===== config.mk =====
export PLATFORM = sky130hd
export DESIGN_NAME = lfsr_bank
export DESIGN_NICKNAME = d
export VERILOG_FILES = /design/src/rtl/lfsr_pkg.sv /design/src/rtl/lfsr_step.sv /design/src/rtl/lfsr_bank.sv
export SDC_FILE = /design/constraint.sdc
export NUM_CORES = 1
export LEC_CHECK = 0
export ABC_AREA = 1
export CAP_MARGIN = 20
export CORE_MARGIN = 1
export CORE_UTILIZATION = 57
export CTS_CLUSTER_SIZE = 14
export DETAILED_ROUTE_END_ITERATION = 8
export PLACE_DENSITY = 0.82
export SLEW_MARGIN = 20
export SYNTH_ARGS = -nofsm -noshare
export SYNTH_HDL_FRONTEND = slang
export SYNTH_SLANG_ARGS = --single-unit

===== constraint.sdc =====
create_clock -name clk -period 1.8 [get_ports clk]
set_input_delay 0.36 -clock clk [delete_from_list [all_inputs] [get_ports clk]]
set_output_delay 0.36 -clock clk [all_outputs]
set_load 0.01 [all_outputs]

===== src/rtl/lfsr_pkg.sv =====
// Shared constants and helpers for the LFSR bank.
// DEF_TAPS16 default tap mask, config select codes, out_data slice index.
package lfsr_pkg;

    localparam logic [15:0] DEF_TAPS16 = 16'hB400;

    localparam logic CFG_SEL_TAPS = 1'b0;
    localparam logic CFG_SEL_SEED = 1'b1;

    function automatic int slice_lo(input int chan, input int width);
        return chan * width;
    endfunction

endpackage


===== src/rtl/lfsr_step.sv =====
// Combinational STEPS-shift Fibonacci LFSR next-state function.
// Ports: state_i, taps_i (WIDTH) in; next_o (WIDTH) out.
module lfsr_step #(
    parameter int WIDTH = 16,
    parameter int STEPS = 1
) (
    input  logic [WIDTH-1:0] state_i,
    input  logic [WIDTH-1:0] taps_i,
    output logic [WIDTH-1:0] next_o
);

    always_comb begin
        next_o = state_i;
        for (int i = 0; i < STEPS; i++) begin
            next_o = {next_o[WIDTH-2:0], ^(next_o & taps_i)};
        end
    end

endmodule


===== src/rtl/lfsr_bank.sv =====
// Bank of NCHAN programmable Fibonacci LFSRs with a valid/ready output register.
// Ports: clk, reset (sync, high), run, cfg_we/cfg_chan/cfg_sel/cfg_data,
// out_valid/out_ready/out_data, lockup. Macro LFSR_LOCKUP_RECOVER_EN enables
// all-zero recovery; without it lockup is tied low.
module lfsr_bank
    import lfsr_pkg::*;
#(
    parameter int WIDTH = 16,
    parameter int NCHAN = 4,
    parameter int STEPS = 1,
    parameter logic [WIDTH-1:0] DEF_TAPS = WIDTH'(DEF_TAPS16),
    parameter logic [WIDTH-1:0] DEF_SEED = WIDTH'(1),
    localparam int CW = (NCHAN > 1) ? $clog2(NCHAN) : 1
) (
    input  logic                   clk,
    input  logic                   reset,
    input  logic                   run,
    input  logic                   cfg_we,
    input  logic [CW-1:0]          cfg_chan,
    input  logic                   cfg_sel,
    input  logic [WIDTH-1:0]       cfg_data,
    output logic                   out_valid,
    input  logic                   out_ready,
    output logic [NCHAN*WIDTH-1:0] out_data,
    output logic [NCHAN-1:0]       lockup
);

    logic [WIDTH-1:0] state_q [NCHAN];
    logic [WIDTH-1:0] state_d [NCHAN];
    logic [WIDTH-1:0] taps_q  [NCHAN];
    logic [WIDTH-1:0] taps_d  [NCHAN];
    logic [WIDTH-1:0] seed_q  [NCHAN];
    logic [WIDTH-1:0] seed_d  [NCHAN];
    logic [WIDTH-1:0] shift_nxt [NCHAN];
    logic [WIDTH-1:0] adv_nxt [NCHAN];

    logic [NCHAN-1:0] seed_hit;
    logic [NCHAN-1:0] taps_hit;

    logic                   out_valid_q, out_valid_d;
    logic [NCHAN*WIDTH-1:0] out_data_q, out_data_d;
    logic                   advance;

    assign advance = run && (!out_valid_q || out_ready);

`ifdef LFSR_LOCKUP_RECOVER_EN
    logic [NCHAN-1:0] zero_st;
    logic [NCHAN-1:0] lockup_q, lockup_d;
`endif

    for (genvar c = 0; c < NCHAN; c++) begin : g_chan
        lfsr_step #(
            .WIDTH (WIDTH),
            .STEPS (STEPS)
        ) u_step (
            .state_i (state_q[c]),
            .taps_i  (taps_q[c]),
            .next_o  (shift_nxt[c])
        );

        // Out-of-range channel numbers match no channel and are dropped.
        assign seed_hit[c] = cfg_we && (cfg_chan == CW'(c))
                             && (cfg_sel == CFG_SEL_SEED);
        assign taps_hit[c] = cfg_we && (cfg_chan == CW'(c))
                             && (cfg_sel == CFG_SEL_TAPS);

`ifdef LFSR_LOCKUP_RECOVER_EN
        // A stuck channel reloads its seed; a zero seed would stay stuck,
        // so it falls back to 1.
        assign zero_st[c] = (state_q[c] == '0);
        assign adv_nxt[c] = !zero_st[c] ? shift_nxt[c] :
                            (seed_q[c] == '0) ? WIDTH'(1) : seed_q[c];
`else
        assign adv_nxt[c] = shift_nxt[c];
`endif
    end

    always_comb begin
        state_d     = state_q;
        taps_d      = taps_q;
        seed_d      = seed_q;
        out_data_d  = out_data_q;
        out_valid_d = out_valid_q;

        if (advance) begin
            out_valid_d = 1'b1;
        end else if (out_ready) begin
            out_valid_d = 1'b0;
        end

        for (int c = 0; c < NCHAN; c++) begin
            if (advance) begin
                state_d[c] = adv_nxt[c];
            end
            // Seed load wins over the advance on the same channel.
            if (seed_hit[c]) begin
                state_d[c] = cfg_data;
                seed_d[c]  = cfg_data;
            end
            if (taps_hit[c]) begin
                taps_d[c] = cfg_data;
            end
            if (advance) begin
                out_data_d[slice_lo(c, WIDTH) +: WIDTH] = state_d[c];
            end
        end
    end

`ifdef LFSR_LOCKUP_RECOVER_EN
    assign lockup_d = advance ? (zero_st & ~seed_hit) : '0;
`endif

    always_ff @(posedge clk) begin
        if (reset) begin
            for (int c = 0; c < NCHAN; c++) begin
                state_q[c] <= DEF_SEED;
                seed_q[c]  <= DEF_SEED;
                taps_q[c]  <= DEF_TAPS;
            end
            out_valid_q <= 1'b0;
            out_data_q  <= '0;
`ifdef LFSR_LOCKUP_RECOVER_EN
            lockup_q    <= '0;
`endif
        end else begin
            state_q     <= state_d;
            seed_q      <= seed_d;
            taps_q      <= taps_d;
            out_valid_q <= out_valid_d;
            out_data_q  <= out_data_d;
`ifdef LFSR_LOCKUP_RECOVER_EN
            lockup_q    <= lockup_d;
`endif
        end
    end

    assign out_valid = out_valid_q;
    assign out_data  = out_data_q;

`ifdef LFSR_LOCKUP_RECOVER_EN
    assign lockup = lockup_q;
`else
    assign lockup = '0;
`endif

endmodule


* Word level (Yosys, flattened, before mapping)
Index checks and enable logic that the tools add are counted.
Word-level totals: memory bits (read-only) 0, bits in latches 0, output and inout port bits 69, bits in registers 193, bits of input ports 24, memories kept 0, RAM bits 0
Cells by class: bitwise operators 5, reduce and logical (&&, ||, !) cells 21, add/sub/neg operators 0, eq/ne operators 3, $mul 0, shift operators 0, mux-type cells 10, $lt $le $gt $ge 0, divide/modulo/power cells 0
Operators by type and width (count):
- two-way mux 16 bit | 8
- AND 16 bit | 4
- XOR reduction 16 bit | 4
- logical AND 1 bit | 13
- equality test 2 bit, second input constant | 2
- equality test 2 x 1 -> 1 bit, second input constant | 1
- logical NOT 2 bit | 1
- two-way mux 1 bit | 2
- nonzero test 2 bit | 1
- logical NOT 1 bit | 1
- logical OR 1 bit | 1
- inverter 1 bit | 1

* Longest topological paths before layout
depth in word-level cells 5, depth in mapped cells 14, depth with buffers taken out 14

* Cells and area by module
A second synthesis with hierarchy kept.
Second synthesis, totals: cell total of the unflattened synthesis 1792, area, all modules 10920.5 um^2
By module, submodules not included:
- lfsr_bank | area an instance 8523.2 um^2, seq. area each 3863.7 um^2, times used 1, cells each 1256
- lfsr_step | area an instance 599.3 um^2, seq. area each 0.0 um^2, times used 4, cells each 134

* Least setup slack after synthesis
Ideal clock, no wire load.
path type in2reg, start input out_ready, end register out_data_q[46], in the netlist out_data[46], required time 1.684 ns, slack 0.297 ns, cell stages on the path 10, buffers on the path 3, arrival 1.387 ns, library setup time 0.116 ns, cell sequence inv_1 nand2_1 nand2_1 inv_1 buf_2 buf_2 buf_1 nand2_1 o211ai_1 inv_1
On the way: cells in the longest elaborated chain, start to end 4
Ends and longest elaborated chain:
- start: declaration | line lfsr_bank.sv:23 | input logic out_ready,
- logical OR 1 bit (*) | line lfsr_bank.sv:44 | assign advance = run && (!out_valid_q || out_ready);
- logical AND 1 bit (*) | line lfsr_bank.sv:44
- two-way mux 16 bit | line lfsr_bank.sv:92 | if (advance) begin
- two-way mux 16 bit | line lfsr_bank.sv:96 | if (seed_hit[c]) begin
- end signal: assignment | line lfsr_bank.sv:130 | out_data_q <= out_data_d;
- end: declaration | line lfsr_bank.sv:41 | logic [NCHAN*WIDTH-1:0] out_data_q, out_data_d;
Mark *: on every way between the ends. The rest lies on a longest branch, timed or not. A chain may end at the register's enable or synchronous reset.

* Worst setup path in the final report
start register out_data_q[48], in the netlist out_data[48], end output out_data[48]
RTL lines:
- end: declaration | line lfsr_bank.sv:24 | output logic [NCHAN*WIDTH-1:0] out_data,
No word-level cell between the ends.

==> flow_summary.yaml <==
placed_design:
  placedCellCount: 1723
  placed_area_mm2: 0.0110
  hpwl_mm: 16.3
  port_buffers: 88
  pre_cts_ws_ns: -0.459
  place_congestion: 0.822
logic_synthesis:
  yosysWarnings: 0
  syn_area_per_cell_um2: 6.61
  synth-seq-area-share: 0.412
  syn_inst: 1420
  synth_cell_type_count: 24
  ys_ff_latch: 193
  syn_area_mm2: 0.00939
sta:
  setup_viol: 0
  fin_ws_ns: 0.0718
  fmax_mhz: 579
  slew_violations: 0
  finalCritPeriodShare: 0.960
  worst_pin_slew_ns: 0.796
  min_period_ns: 1.73
  finalHoldViolCount: 0
  skew_ns: 0.00755
  fin_tns_setup_ns: 0
  rsz0062_at_grt: "false"
  slew_headroom: 0.469
status:
  status: "complete, no violations"
floorplanning:
  start_util: 0.587
  die_width_um: 130
  coreArea_mm2: 0.0160
  io_pins: 93
  die_y_um: 130
  dieArea_mm2: 0.0170
  rows: 46
hold_path:
  min_to: "state_q[16]"
  hp-class: "primary input to flip-flop"
  min_from: "cfg_chan[1]"
  hold_depth: 5
route:
  wirelength_mm: 24.6
  wl_per_cell_um: 14.0
  vias: 9261
  drt-initial-drc-count: 646
  first_pass_iters: 5
  antenna_left: 0
  drc: 0
  routed_via_density: 5.28
power_and_ir_drop:
  clkPwrFrac: 0.377
  internal_power_mw: 7.68
  ir_drop_mv: 0.712
  p_comb_frac: 0.179
  p_leak_nw: 6.02
  netSwitchingPower_mw: 3.10
  p_sw_frac: 0.288
  power_frac_seq: 0.444
  powerDensity_mw_per_mm2: 922
global_route:
  antenna_found_initial: 0
  grt_pass1_vias: 8426
  grt_use_total: 0.305
  grt_overflow: 0
  grt_pass1_wl_mm: 40.0
  grt_max_degree: 66
flow_run:
  cap_violations: 0
finish:
  final_cell_area_mm2: 0.0117
  antennaDiodeCount: 0
  nets: 1550
  fillerInstances: 1276
  layout-drive-gt1-share: 0.0793
  instances_no_fill: 1755
  area_delta_synth_final_pct: 24.5
worst_setup_path:
  arrival_ns: 1.37
  cp_cell_sequence: "clkdlybuf4s50_1"
  r2r_setup_slack_ns: 0.17
  cp.required_ns: 1.44
  r2r-end: "out_data[61]"
  cp.depth: 1
  critical_path_class: "flip-flop to output pin"
  crit_family: "buffers and inverters"
  rr_worst_depth: 11
  slowest_stage: "clkdlybuf4s50_1"
  regToRegStartpoint: "out_valid"
  slowest_delay_ns: 0.56
  crit_buf_inv: 1
  worst_setup_path_start_kind: "flip-flop"
  critPathCaptureType: "output pin"
  worstPathMaxFanout: 2
clock_tree:
  hold_buffers: 0
  clk_pin_slew_ns: 0.07
  cts_tree: "built"
  htree_levels: 4
  clockRootBuffer: "clkbuf_16"
  cts.sinks: 193
  clockBufferDepth: 2
  clk_latency_ns: 0.44
  cts_buffers: 17
-- metal layers --
metal / up-vias / GRT usage / wire [um]
met5: - / 0 / 0
met4: 0 / 0.137 / 639
met3: 52 / 0.0599 / 1470
met2: 299 / 0.513 / 11800
met1: 4207 / 0.378 / 10700
li1: 4703 / - / -
-- power groups by stage --
stage | clock (mW) | sequential, mW | combinational [mW]
finish | 4.06 | 4.79 | 1.93
global route | 4.25 | 4.82 | 2.16
CTS | 4.06 | 4.78 | 1.92
detailed placement | 0 | 4.87 | 1.90
global placement | 0 | 4.87 | 1.85
floorplan | 0 | 4.88 | 1.08
-- Yosys cell counts --
cell      count  area share
a21oi_1      49       0.026
buf_1         5      0.0020
buf_2        23       0.012
buf_4         4      0.0032
buf_6         2      0.0024
clkbuf_1     39       0.016
conb_1        1     0.00040
dfxtp_1     193        0.41
inv_1       239       0.096
inv_2         6      0.0024
nand2_1     477        0.19
nand3_1      47       0.025
nand4_1       1     0.00067
nor2_1       74       0.030
nor2_4        1      0.0012
nor3_1        1     0.00053
nor3_2        2      0.0021
o211ai_1    130        0.10
o211ai_2      5      0.0067
o21ai_0     102       0.054
o21ai_1       9      0.0048
o31ai_1       1     0.00080
or2_2         1     0.00067
xnor2_1       8      0.0075
-- worst max path at each step --
stage / startpoint / end / slack [ns]
detailed placement: cfg_we / out_data[29] / -0.46
finish: out_data[48] / out_data[48] / 0.07
floorplan: out_ready / out_data[46] / 0.30
global placement: cfg_we / out_data[30] / -0.37
CTS: cfg_chan[0] / out_data[29] / 0.0004
global route: out_ready / out_data[63] / 0.02
-- cell families (layout without fill, tap and decap cells) --
family,after synthesis,count (layout),synth area share
DFF,193,193,0.412
other,1,4,0.000399
AOI/OAI and AO/OA,296,296,0.197
xor gates and xnor gates,8,8,0.00746
buffers and inverters,318,434,0.133
and+or+nand+nor,604,604,0.251
-- area by class of cell --
| type | count | area [um2] | share of cell area |
|---|---|---|---|
| multi-input cells | 912 | 4310 | 0.368 |
| flip-flops and latches | 193 | 3860 | 0.330 |
| clock inverters | 15 | 198 | 0.0169 |
| clock buffers | 17 | 425 | 0.0364 |
| well taps | 216 | 270 | 0.0231 |
| repair buffers | 157 | 1700 | 0.146 |
| inverters | 245 | 928 | 0.0794 |
-- registers in the layout (all words and copies together) (netlist names) --
register and cells:
out_data 64, state_q 64, taps_q 64, out_valid 1
-- layout by cell type (no fill, tap or decap), types with 9 or more instances in the layout --
| master | count |
|---|---|
| inv_1 | 237 |
| clkbuf_16 | 17 |
| o21ai_0 | 102 |
| clkdlybuf4s50_1 | 84 |
| nor2_1 | 73 |
| nand3_1 | 47 |
| nand2_1 | 476 |
| buf_12 | 24 |
| dfxtp_1 | 193 |
| o21ai_1 | 9 |
| buf_4 | 44 |
| o211ai_1 | 130 |
| a21oi_1 | 49 |
-- metrics by stage --
| step | util | power [mW] | hold WS (ns) |
|---|---|---|---|
| 3_3_place_gp | 0.690 | 6.71 | 0.458 |
| 3_5_place_dp | 0.690 | 6.77 | 0.467 |
| 6_report | 0.731 | 10.8 | 0.472 |
| 2_1_floorplan | - | 5.97 | 0.446 |
| 4_1_cts | 0.729 | 10.8 | 0.504 |
| 5_1_grt | 0.731 | 11.2 | 0.501 |
-- repair_timing --
action / in CTS / in global routing
resized for setup: 1 / 11
hold endpoints to repair: 0 / 0
setup buffers: 0 / 0
setup endpoints to repair: 1 / 83
cloned: 0 / 0
Note: power is estimated with default switching activity, not from simulation.
